`config.mk`:
```
export PLATFORM = sky130hd
export DESIGN_NAME = idu_pipe
export DESIGN_NICKNAME = d
export VERILOG_FILES = /design/src/rtl/idu_pipe_pkg.sv /design/src/rtl/idu_pipe_fwd_mux.sv /design/src/rtl/idu_pipe.sv
export SDC_FILE = /design/constraint.sdc
export NUM_CORES = 1
export LEC_CHECK = 0
export BUFFER_PORTS_ARGS = -buffer_cell sky130_fd_sc_hd__buf_2
export CAP_MARGIN = 40
export CORE_AREA = 2 2 117 119
export CTS_CLUSTER_SIZE = 20
export DETAILED_ROUTE_END_ITERATION = 8
export DIE_AREA = 0 0 119 121
export PLACE_DENSITY = 0.78
export SYNTH_ARGS = -nofsm -noshare
export SYNTH_HDL_FRONTEND = slang
export SYNTH_SLANG_ARGS = --single-unit
```
`constraint.sdc`:
```
create_clock -name clk -period 1.5 [get_ports clk]
set_clock_uncertainty 0.1 [all_clocks]
set_input_delay 0.075 -clock clk [delete_from_list [all_inputs] [get_ports clk]]
set_output_delay 0.075 -clock clk [all_outputs]
set_load 0.01 [all_outputs]
```
`src/rtl/idu_pipe_pkg.sv`:
```
// Shared decode constants for the ID stage: opcodes, functs, ALU encodings and bus widths.
package idu_pipe_pkg;

  localparam int unsigned AluOpBus   = 8;
  localparam int unsigned AluSelBus  = 3;
  localparam int unsigned RegAddrBus = 5;

  localparam logic [RegAddrBus-1:0] RegNop = '0;

  localparam logic [5:0] OpSpecial = 6'b000000;
  localparam logic [5:0] OpAndi    = 6'b001100;
  localparam logic [5:0] OpOri     = 6'b001101;
  localparam logic [5:0] OpXori    = 6'b001110;
  localparam logic [5:0] OpLui     = 6'b001111;
  localparam logic [5:0] OpPref    = 6'b110011;

  localparam logic [5:0] FnAnd  = 6'b100100;
  localparam logic [5:0] FnOr   = 6'b100101;
  localparam logic [5:0] FnXor  = 6'b100110;
  localparam logic [5:0] FnNor  = 6'b100111;
  localparam logic [5:0] FnSllv = 6'b000100;
  localparam logic [5:0] FnSrlv = 6'b000110;
  localparam logic [5:0] FnSrav = 6'b000111;
  localparam logic [5:0] FnSll  = 6'b000000;
  localparam logic [5:0] FnSrl  = 6'b000010;
  localparam logic [5:0] FnSra  = 6'b000011;
  localparam logic [5:0] FnSync = 6'b001111;

  localparam logic [AluOpBus-1:0] AluOpNop = 8'b00000000;
  localparam logic [AluOpBus-1:0] AluOpAnd = 8'b00100100;
  localparam logic [AluOpBus-1:0] AluOpOr  = 8'b00100101;
  localparam logic [AluOpBus-1:0] AluOpXor = 8'b00100110;
  localparam logic [AluOpBus-1:0] AluOpNor = 8'b00100111;
  localparam logic [AluOpBus-1:0] AluOpSll = 8'b01111100;
  localparam logic [AluOpBus-1:0] AluOpSrl = 8'b00000010;
  localparam logic [AluOpBus-1:0] AluOpSra = 8'b00000011;

  localparam logic [AluSelBus-1:0] AluSelNop   = 3'b000;
  localparam logic [AluSelBus-1:0] AluSelLogic = 3'b001;
  localparam logic [AluSelBus-1:0] AluSelShift = 3'b010;

endpackage

```
`src/rtl/idu_pipe_fwd_mux.sv`:
```
// Operand select for one read port: youngest matching bypass, then regfile, then immediate.
module idu_fwd_mux
  import idu_pipe_pkg::*;
#(
  parameter int DATA_W = 32,
  parameter int NFWD   = 2
) (
  input  logic                   read,
  input  logic [RegAddrBus-1:0]  addr,
  input  logic [DATA_W-1:0]      rf_data,
  input  logic [DATA_W-1:0]      imm,
  input  logic [NFWD-1:0]        fwd_wreg,
  input  logic [5*NFWD-1:0]      fwd_wd,
  input  logic [DATA_W*NFWD-1:0] fwd_wdata,
  output logic [DATA_W-1:0]      data
);

  always_comb begin
    data = imm;
    if (read) begin
      if (addr == RegNop) begin
        data = '0;
      end else begin
        data = rf_data;
        // Walk oldest to youngest so the lowest index wins.
        for (int i = NFWD - 1; i >= 0; i--) begin
          if (fwd_wreg[i] && (fwd_wd[i*5 +: 5] == addr)) begin
            data = fwd_wdata[i*DATA_W +: DATA_W];
          end
        end
      end
    end
  end

endmodule

```
`src/rtl/idu_pipe.sv`:
```
// Instruction decode stage with operand bypass and the ID/EX pipeline register.
// Optional load-use interlock enabled by defining IDU_LOAD_INTERLOCK_EN.
module idu_pipe
  import idu_pipe_pkg::*;
#(
  parameter int DATA_W = 32,
  parameter int NFWD   = 2
) (
  input  logic                   clk,
  input  logic                   rst,
  input  logic [31:0]            pc_i,
  input  logic [31:0]            inst_i,
  input  logic                   inst_valid_i,
  output logic [RegAddrBus-1:0]  reg1_addr_o,
  output logic [RegAddrBus-1:0]  reg2_addr_o,
  output logic                   reg1_read_o,
  output logic                   reg2_read_o,
  input  logic [DATA_W-1:0]      reg1_data_i,
  input  logic [DATA_W-1:0]      reg2_data_i,
  input  logic [NFWD-1:0]        fwd_wreg_i,
  input  logic [5*NFWD-1:0]      fwd_wd_i,
  input  logic [DATA_W*NFWD-1:0] fwd_wdata_i,
  input  logic                   ex_is_load_i,
  input  logic                   stall_i,
  input  logic                   flush_i,
  output logic                   stallreq_o,
  output logic [AluOpBus-1:0]    ex_aluop_o,
  output logic [AluSelBus-1:0]   ex_alusel_o,
  output logic [DATA_W-1:0]      ex_reg1_o,
  output logic [DATA_W-1:0]      ex_reg2_o,
  output logic [RegAddrBus-1:0]  ex_wd_o,
  output logic                   ex_wreg_o,
  output logic                   ex_valid_o,
  output logic                   ex_inv_o
);

  localparam int ExW = AluOpBus + AluSelBus + 2 * DATA_W + RegAddrBus + 3;

  logic [5:0]  op, funct;
  logic [4:0]  rs, rt, rd, sa;
  logic [15:0] imm16;

  assign op    = inst_i[31:26];
  assign rs    = inst_i[25:21];
  assign rt    = inst_i[20:16];
  assign rd    = inst_i[15:11];
  assign sa    = inst_i[10:6];
  assign funct = inst_i[5:0];
  assign imm16 = inst_i[15:0];

  logic [AluOpBus-1:0]   d_aluop;
  logic [AluSelBus-1:0]  d_alusel;
  logic [RegAddrBus-1:0] d_wd;
  logic                  d_wreg, d_inv, r1_read, r2_read;
  logic [DATA_W-1:0]     imm1, imm2, op1, op2;

  always_comb begin
    d_aluop  = AluOpNop;
    d_alusel = AluSelNop;
    d_wd     = rd;
    d_wreg   = 1'b0;
    d_inv    = 1'b0;
    r1_read  = 1'b0;
    r2_read  = 1'b0;
    imm1     = '0;
    imm2     = '0;
    case (op)
      OpSpecial: begin
        case (funct)
          FnAnd, FnOr, FnXor, FnNor: begin
            if (sa == 5'd0) begin
              d_alusel = AluSelLogic;
              d_wreg   = 1'b1;
              r1_read  = 1'b1;
              r2_read  = 1'b1;
              case (funct)
                FnAnd:   d_aluop = AluOpAnd;
                FnOr:    d_aluop = AluOpOr;
                FnXor:   d_aluop = AluOpXor;
                default: d_aluop = AluOpNor;
              endcase
            end else begin
              d_inv = 1'b1;
            end
          end
          FnSllv, FnSrlv, FnSrav: begin
            if (sa == 5'd0) begin
              d_alusel = AluSelShift;
              d_wreg   = 1'b1;
              r1_read  = 1'b1;
              r2_read  = 1'b1;
              case (funct)
                FnSllv:  d_aluop = AluOpSll;
                FnSrlv:  d_aluop = AluOpSrl;
                default: d_aluop = AluOpSra;
              endcase
            end else begin
              d_inv = 1'b1;
            end
          end
          FnSll, FnSrl, FnSra: begin
            // Shift amount rides in operand 1 so the ALU sees the same layout as xxxV.
            d_alusel = AluSelShift;
            d_wreg   = 1'b1;
            r2_read  = 1'b1;
            imm1     = DATA_W'(sa);
            case (funct)
              FnSll:   d_aluop = AluOpSll;
              FnSrl:   d_aluop = AluOpSrl;
              default: d_aluop = AluOpSra;
            endcase
          end
          FnSync:  ;
          default: d_inv = 1'b1;
        endcase
      end
      OpOri, OpAndi, OpXori: begin
        d_alusel = AluSelLogic;
        d_wd     = rt;
        d_wreg   = 1'b1;
        r1_read  = 1'b1;
        imm2     = DATA_W'(imm16);
        case (op)
          OpOri:   d_aluop = AluOpOr;
          OpAndi:  d_aluop = AluOpAnd;
          default: d_aluop = AluOpXor;
        endcase
      end
      OpLui: begin
        d_aluop  = AluOpOr;
        d_alusel = AluSelLogic;
        d_wd     = rt;
        d_wreg   = 1'b1;
        imm2     = DATA_W'({imm16, 16'h0000});
      end
      OpPref:  ;
      default: d_inv = 1'b1;
    endcase
  end

  assign reg1_addr_o = rst ? RegNop : rs;
  assign reg2_addr_o = rst ? RegNop : rt;
  assign reg1_read_o = !rst && r1_read;
  assign reg2_read_o = !rst && r2_read;

  idu_fwd_mux #(.DATA_W(DATA_W), .NFWD(NFWD)) u_fwd1 (
    .read(reg1_read_o), .addr(reg1_addr_o), .rf_data(reg1_data_i), .imm(imm1),
    .fwd_wreg(fwd_wreg_i), .fwd_wd(fwd_wd_i), .fwd_wdata(fwd_wdata_i), .data(op1)
  );

  idu_fwd_mux #(.DATA_W(DATA_W), .NFWD(NFWD)) u_fwd2 (
    .read(reg2_read_o), .addr(reg2_addr_o), .rf_data(reg2_data_i), .imm(imm2),
    .fwd_wreg(fwd_wreg_i), .fwd_wd(fwd_wd_i), .fwd_wdata(fwd_wdata_i), .data(op2)
  );

  logic unused_inputs;
`ifdef IDU_LOAD_INTERLOCK_EN
  logic hit1, hit2;
  assign hit1 = reg1_read_o && (reg1_addr_o != RegNop) && (fwd_wd_i[4:0] == reg1_addr_o);
  assign hit2 = reg2_read_o && (reg2_addr_o != RegNop) && (fwd_wd_i[4:0] == reg2_addr_o);
  assign stallreq_o = !rst && !stall_i && inst_valid_i && ex_is_load_i && fwd_wreg_i[0] &&
                      (hit1 || hit2);
  assign unused_inputs = ^pc_i;
`else
  assign stallreq_o    = 1'b0;
  assign unused_inputs = ^{pc_i, ex_is_load_i};
`endif

  logic [ExW-1:0] ex_q, ex_d;
  assign ex_d = {d_aluop, d_alusel, op1, op2, d_wd, d_wreg, 1'b1, d_inv};
  assign {ex_aluop_o, ex_alusel_o, ex_reg1_o, ex_reg2_o, ex_wd_o, ex_wreg_o, ex_valid_o,
          ex_inv_o} = ex_q;

  always_ff @(posedge clk or posedge rst) begin
    if (rst) begin
      ex_q <= '0;
    end else if (flush_i) begin
      ex_q <= '0;
    end else if (!stall_i) begin
      ex_q <= (stallreq_o || !inst_valid_i) ? '0 : ex_d;
    end
  end

endmodule

```
After elaboration in Yosys (flattened, before gate mapping)
Cells that the tools add are included.

Equal/unequal tests: 20. Multiplexer cells: 38. Reduce and logical (&&, ||, !) cells: 20.

Operators with widths (count): two-way mux 32 bit (8); two-way mux 83 bit (3); case mux 32 bit (2 select lines) (1); case mux 7 bit (3 select lines) (2); == test 6 x 4 -> 1 bit, second input constant (5); == test 6 bit, second input constant (5); case mux 7 bit (2 select lines) (2); two-way mux 5 bit (5); == test 5 bit (4); == test 6 x 3 -> 1 bit, second input constant (3); logical NOT 5 bit (3); == test 6 x 2 -> 1 bit, second input constant (2); logical NOT 6 bit (2); case mux 2 bit (3 select lines) (2); OR reduction 4 bit (3); case mux 1 bit (2 select lines) (5); OR reduction 3 bit (3); case mux 2 bit (2 select lines) (2); two-way mux 7 bit (1); OR reduction 7 bit (1); logical AND 1 bit (6); two-way mux 6 bit (1); two-way mux 1 bit (5); OR reduction 5 bit (1); other kinds (3) (3).

Bits in registers: 83. Bits of input ports: 210. Output and inout port bits: 96. Logic and storage cells: 79.

Depth between registers and ports, before layout
Gate-level depths: netlist of run 1.

Depth after elaboration: 10. Depth in mapped cells: 8. Mapped depth without buffers: 6.

Hierarchy
A second synthesis of run 1 with hierarchy kept.

Cells, all modules: 617. Area, all modules: 5695.5 µm².

Modules (own cells, without submodules): idu_pipe (instances 1, cells an instance 299, area each 3485.8 µm², sequential area each 1951.9 µm²); idu_fwd_mux (instances 2, cells an instance 159, area each 1104.8 µm², sequential area each 0.0 µm²).

Worst setup path after synthesis of run 1
No wires, ideal clock.

Path kind: input to register. Start: input rst. End: register ex_q[71]. Library setup time: 0.127 ns. Arrival time: 2.229 ns. Data required time: 1.273 ns. Setup slack: -0.956 ns. Stages: 6. Buffers on the path: 1. Cell sequence: inv_2 > o21ai_1 > a211oi_2 > buf_2 > mux2i_1 > o21ai_2.

Word-level cells in the longest chain between the ends: 10. Elaborated cells on any way between the ends: 15. Classes of those cells: eq/ne (2); mux (8); reduce/logical (5).

Ends and longest elaborated chain: start: declaration (RTL line idu_pipe.sv:10) `input logic rst,`; two-way mux 5 bit (RTL line idu_pipe.sv:141) `assign reg1_addr_o = rst ? RegNop : rs;`; == test 5 bit (RTL line idu_pipe_fwd_mux.sv:27) `if (fwd_wreg[i] && (fwd_wd[i*5 +: 5] == addr)) begin`; logical AND 1 bit (RTL line idu_pipe_fwd_mux.sv:27); two-way mux 32 bit (2 in series) (RTL line idu_pipe_fwd_mux.sv:27); two-way mux 32 bit (RTL line idu_pipe_fwd_mux.sv:21) `if (addr == RegNop) begin`; two-way mux 32 bit (*) (RTL line idu_pipe_fwd_mux.sv:20) `if (read) begin`; two-way mux 83 bit (*) (RTL line idu_pipe.sv:180) `ex_q <= (stallreq_o || !inst_valid_i) ? '0 : ex_d;`; two-way mux 83 bit (*) (RTL line idu_pipe.sv:179) `end else if (!stall_i) begin`; two-way mux 83 bit (*) (RTL line idu_pipe.sv:177) `end else if (flush_i) begin`; end signal: assignment (RTL line idu_pipe.sv:180); end: declaration (RTL line idu_pipe.sv:169) `logic [ExW-1:0] ex_q, ex_d;`.

Mark *: on every way between the ends. The rest lies on a longest branch, timed or not. The select of a mux whose other input is x is not followed. A chain may end at the register's enable or synchronous reset.

Final worst setup path of run 1
Start: input inst_i[6]. End: output reg1_read_o.

Word-level cells in the longest chain between the ends: 5.

Ends and longest elaborated chain: start: declaration (RTL line idu_pipe.sv:12) `input logic [31:0] inst_i,`; logical NOT 5 bit (RTL line idu_pipe.sv:71, idu_pipe.sv:87); two-way mux 1 bit (RTL line idu_pipe.sv:71, idu_pipe.sv:87); two-way mux 1 bit; case mux 1 bit (2 select lines) (RTL line idu_pipe.sv:67) `case (op)`; logical AND 1 bit (RTL line idu_pipe.sv:143) `assign reg1_read_o = !rst && r1_read;`; end: declaration (RTL line idu_pipe.sv:16) `output logic reg1_read_o,`.

No other way between the ends.

==> flow_summary.ini, run 1 <==
[yosys]
synth-main-ff-cell = dfrtp_1
syn_area_um2 = 5160
yosysSeqAreaShare_pct = 37.8
synth_edf_count = 0
avgSynthCellArea_um2 = 10.1
synth_cell_types = 60
synthArstFlopShare_pct = 100
ys_seq_elements = 78
synth_warnings = 0
syn_inst = 513

[finish]
final_nets = 1209
areaGrowthSynthToFinish_pct = 85.6
seq_area_um2 = 1950
fillers = 878
multi_input_area_um2 = 3220
drive_above_1_share_pct = 51.8
num_antenna_cells = 0
top_register = ex_q
largest_reg_flops = 78
top_regs = ex_q: 78 flops

[global_routing]
grt_use_total_pct = 33.7
grt_pass1_vias = 7041
overflow = 0
antenna_found_initial = 0
grt_first_pass_wirelength_mm = 37.5
grt_max_degree = 29

[placed_design]
gp_congestion = 0.914
dp_slack_ps = -749
io_buffer_count = 269
hpwl_mm = 15.7

[worst_setup_path]
r2r_cells = 3
critPathKind = in -> out
slowest_delay_ps = 570
arrival_ps = 1640
endpoint_kind = output port
r2r_setup_slack_ps = 420
critical_path.top_delay_family = simple AND/OR/NAND/NOR gates
crit_path_start_kind = input port
crit_top_cell = buf_6
slowest_stage = or4_4
cp_max_fo = 3
path_cells = buf_6 > or4_4 > and4bb_4 > a41oi_4 > buf_4 > buf_6 > inv_1 > buf_6
worst-path-buf-inv = 5
cp.depth = 8
worst_ep_required_time_ps = 1320

[flow_run]
cap_viol_max_count = 0

[power]
irDropWorstVdd_uv = 599
powerDensity_nw_per_um2 = 615
p_leak_uw = 0.00454

[timing]
report.final.setup_viol = 69
tns_ps = -13510
slew_viol_final = 0
post-route-period-util_pct = 121
hold_violations = 0
rsz0062_at_grt = true
slew_headroom_pct = 62.9
hold_slack_ps = 38.9
min_period_ps = 1820
setup_ws_ps = -317
max_freq_mhz = 550
worstMarginPinSlew_ps = 557

[die]
die_area_um2 = 14400
die_x_um = 119
start_util_pct = 39.4
fp.coreArea_um2 = 13100
io_pins = 306
die_height_um = 121
row_count = 42

[route]
antenna_left = 0
wl_per_cell_um = 21.6
first_pass_iters = 6
detail_route.vias_per_cell = 5.65
wl_mm = 25.5
drcViolationCount = 0
dr.first_iter.drc_count = 427
dr_total_vias = 6670

[clocking]
cts_buffers = 9
cts_max_path_buffers = 2
clkSinkCount = 78
clock_latency_ps = 330
root_buffer = clkbuf_16
tritoncts = done
clk_pin_slew_ps = 60
cts.htree.levels = 3

[run_status]
violations = negative setup slack
status = finished, violations left

[hold_path]
hold_path_depth = 3
hp-class = in -> reg
[worst register-to-register path, delay by kind of cell (launching register included)]
kind            cells  cell delay [ps]
compound gates      3              460
flops               1              400
[synth_stat cells, types with 2 or more instances]
library cell | count | area (um2)
o21ai_0 | 2 | 10.0
nor2b_1 | 11 | 68.8
nor2_1 | 15 | 56.3
or2_1 | 3 | 18.8
o21ai_1 | 48 | 240
xnor2_1 | 6 | 52.6
o21ai_2 | 30 | 263
and3b_1 | 2 | 17.5
nor4bb_1 | 3 | 30.0
nand2_1 | 23 | 86.3
dfrtp_1 | 78 | 1950
clkbuf_1 | 19 | 71.3
buf_4 | 6 | 45.0
nor3_1 | 4 | 20.0
nand3b_1 | 2 | 15.0
a221oi_1 | 2 | 17.5
nand4_1 | 3 | 18.8
a22oi_2 | 27 | 338
nand3_1 | 3 | 15.0
and2_1 | 2 | 12.5
o22ai_1 | 3 | 18.8
nand2b_1 | 7 | 43.8
a31oi_1 | 5 | 31.3
nor3b_1 | 2 | 15.0
nor4_1 | 3 | 18.8
and3_1 | 2 | 12.5
a21oi_1 | 41 | 205
a22o_1 | 38 | 333
a21oi_2 | 3 | 26.3
buf_2 | 15 | 75.1
mux2i_1 | 69 | 691
inv_1 | 6 | 22.5
buf_6 | 3 | 33.8
[cells in the final DEF, fill, tap and decap left out, types with 27 or more instances in the layout]
cell           synthesis  final
buf_2                 15    264
dlygate4sd3_1          0    128
buf_4                  6     92
dfrtp_1               78     78
mux2i_1               69     66
o21ai_1               48     45
a22o_1                38     38
a21oi_2                3     35
o21ai_2               30     32
a22oi_2               27     27
[stage by stage]
step           utilization, %  std cells  instance area (um2)  total power, uW
2_1_floorplan               -        515                 5230             2510
3_3_place_gp             57.0       1021                 7450             3120
3_5_place_dp             57.0       1021                 7450             3130
4_1_cts                  71.0       1175                 9290             5790
5_1_grt                  73.2       1180                 9570             6050
6_report                 73.2       1180                 9570             5890
[repair_timing]
item                                    CTS  global route
resized for setup                        25            61
cloned                                    4             0
pin swaps                                 9            43
endpoints found under the hold margin    64             0
buffers inserted                          6             5
hold buffers                            128             0
endpoints found under the setup margin   67            67
[logic make-up (layout without fill, tap and decap cells)]
logic type	Yosys count	count (layout)	synth area share (%)
AOI/OAI and AO/OA	216	216	32.0
and+or+nand+nor	92	92	10.6
DFF	78	78	37.8
muxes	69	69	13.4
buffers and inverters	50	539	4.87
xor gates and xnor gates	7	7	1.19
other	1	3	0.0727
[per-layer routing]
layer	vias to the layer above	wire length [um]	global-route usage, %
met3	111	1760	6.77
li1	2930	-	-
met5	-	0	0
met1	3201	9130	36.4
met4	0	1280	17.3
met2	428	13400	62.4
[report_power, final]
part	switching [uW]	internal, uW
registers	7.44	2120
logic	637	706
clock network	917	1510
[path summary, 6_finish.rpt]
kind / startpoint / endpoint
max: inst_i[6] / reg1_read_o
min reg2reg: ex_q[1] / ex_q[1]
max in group asynchronous: rst / ex_q[24]
min: inst_i[15] / ex_q[7]
max reg2reg: ex_q[23] / ex_q[23]
min in group asynchronous: rst / ex_q[72]
[area by class of cell]
type / instances / share of cell area (%)
clock buffer: 11 / 2.54
clock inverter: 5 / 0.863
inverter: 7 / 0.327
multi-input combinational: 387 / 33.6
sequential: 78 / 20.4
tap: 176 / 2.30
timing repair buffer: 516 / 39.9
(Power assumes the default switching activity.)
==> run 2: changes to the inputs <==
Settings changed: CELL_PAD_IN_SITES_DETAIL_PLACEMENT set to 1, CELL_PAD_IN_SITES_GLOBAL_PLACEMENT set to 1, CORE_AREA 2 2 117 119 to not set, CORE_UTILIZATION set to 29, DIE_AREA 0 0 119 121 to not set, PLACE_DENSITY 0.78 to 0.8.
==> run 2 against run 1 <==
Against the previous run:
- the flow still finishes with violations (negative setup slack)
- design area grew 5.7%
- total power shrank 0.83%
- worst setup slack lost 23 ps
- sequential power is essentially flat
- routed wire length grew 26%
- critical path type is now in -> reg
- critical endpoint is now ex_q[31]
- largest cell class unchanged
==> flow_summary.ini, run 2 (same netlist as run 1, synthesis figures left out) <==
[finish]
top_regs = ex_q: 78 flops
layout_common_cells = buf_2, dlygate4sd3_1, buf_4, dfrtp_1, mux2i_1
utilization_pct = 58.3
final_common_cell = buf_2
largest_reg_flops = 78
top_register = ex_q
final_nets = 1230
fin_cells = 1254
areaGrowthSynthToFinish_pct = 96.1
drive_above_1_share_pct = 54.9

[power]
irDropWorstVdd_uv = 546
powerDensity_nw_per_um2 = 577
p_leak_uw = 0.00475

[die]
die_area_um2 = 18300
start_util_pct = 29.7
row_count = 48
die_height_um = 135
fp.coreArea_um2 = 17400
io_pins = 306
die_x_um = 135

[timing]
max_freq_mhz = 543
slew_viol_final = 0
rsz0062_at_grt = true
slew_headroom_pct = 57.3
post-route-period-util_pct = 123
min_period_ps = 1840
worstMarginPinSlew_ps = 640
report.final.setup_viol = 68
setup_ws_ps = -340
hold_slack_ps = 23.7
hold_violations = 0

[route]
drcViolationCount = 0
detail_route.vias_per_cell = 5.52
first_pass_iters = 5
dr_total_vias = 6920
wl_mm = 32.1
wl_per_cell_um = 25.6
antenna_left = 0
dr.first_iter.drc_count = 348

[global_routing]
antenna_found_initial = 3
overflow = 0
grt_first_pass_wirelength_mm = 43.7
grt_max_degree = 45
grt_use_total_pct = 32.3
grt_pass1_vias = 7605

[worst_setup_path]
r2r_cells = 3
rr_startpoint = ex_q[15]
endpoint_kind = register
r2r_setup_slack_ps = 300
cp_max_fo = 5
worst_ep_required_time_ps = 1660
critPathKind = in -> reg
arrival_ps = 2010
r2r-end = ex_q[15]
crit_path_start_kind = input port

[clocking]
cts_max_path_buffers = 2
cts.htree.levels = 3
clk_pin_slew_ps = 60
clock_latency_ps = 350
clkSinkCount = 78
tritoncts = done
cts_buffers = 9
root_buffer = clkbuf_16

[placed_design]
io_buffer_count = 269
gp_congestion = 0.889
post-place-cells = 1074
hpwl_mm = 17.6

[run_status]
violations = negative setup slack
status = finished, violations left

[hold_path]
hold_path_depth = 3
hp-class = in -> reg
hold_end = ex_q[3]
hp-start = inst_i[11]

[flow_run]
cap_viol_max_count = 0
==> run 2: layout make-up <==
class	count	area, um2
Antenna cell	5	12.5
Clock buffer	11	243
Clock inverter	4	47.5
Fill cell	1936	7240
Inverter	7	31.3
Multi-Input combinational cell	387	3410
Sequential cell	78	1950
Tap cell	225	282
Timing Repair Buffer	537	4140
==> run 2: worst max-delay path, cell delays in order <==
cell	delay (ps)
buf_6	100
or4_4	580
buf_6	150
o21ai_4	150
nand2_2	80
nor4_4	300
buf_6	170
buf_12	110
buf_16	110
a21oi_1	70
o21ai_1	100
==> run 2: power by group <==
part / switching [uW] / internal, uW / leakage (uW) / total [uW]
clock: 927 / 1320 / 0.000141 / 2250
sequential: 8.55 / 2120 / 0.00109 / 2130
combinational: 715 / 753 / 0.00352 / 1470
total: 1650 / 4190 / 0.00475 / 5840
==> run 2: metal layers <==
metal | wire [um] | vias up | track usage, %
li1 | - | 2972 | -
met1 | 11400 | 3418 | 34.2
met2 | 16700 | 381 | 59.5
met3 | 1960 | 147 | 6.85
met4 | 2020 | 2 | 17.5
met5 | 13 | - | 0
==> run 2: what timing repair did <==
| item | 4_1_cts | 5_1_grt |
|---|---|---|
| buffers inserted | 13 | 14 |
| hold buffers | 129 | 0 |
| setup endpoints to repair | 66 | 69 |
| resized for setup | 38 | 93 |
| hold endpoints to repair | 74 | 0 |
| gates cloned | 10 | 1 |
| pin swaps | 7 | 30 |
==> run 2: through the flow <==
step	setup TNS [ps]	cell area, um2	worst slack (ps)	power [uW]
2_1_floorplan	-24720	5230	-460	2510
5_1_grt	-18750	10100	-392	6020
4_1_cts	-14480	9660	-269	5670
3_3_place_gp	-39350	7560	-676	3140
6_report	-16020	10100	-340	5840
3_5_place_dp	-40100	7560	-732	3160
==> run 2: how the worst max path moves through the flow <==
stage / startpoint / slack, ps / depth (start not counted) / to
final: inst_i[6] / -340 / 11 / ex_q[31]
after global routing: inst_i[6] / -390 / 11 / ex_q[31]
after CTS: inst_i[8] / -270 / 10 / ex_q[71]
after detailed placement: inst_i[10] / -730 / 8 / ex_q[44]
after global placement: inst_i[10] / -680 / 8 / ex_q[40]
after floorplan: inst_i[10] / -460 / 7 / ex_q[65]
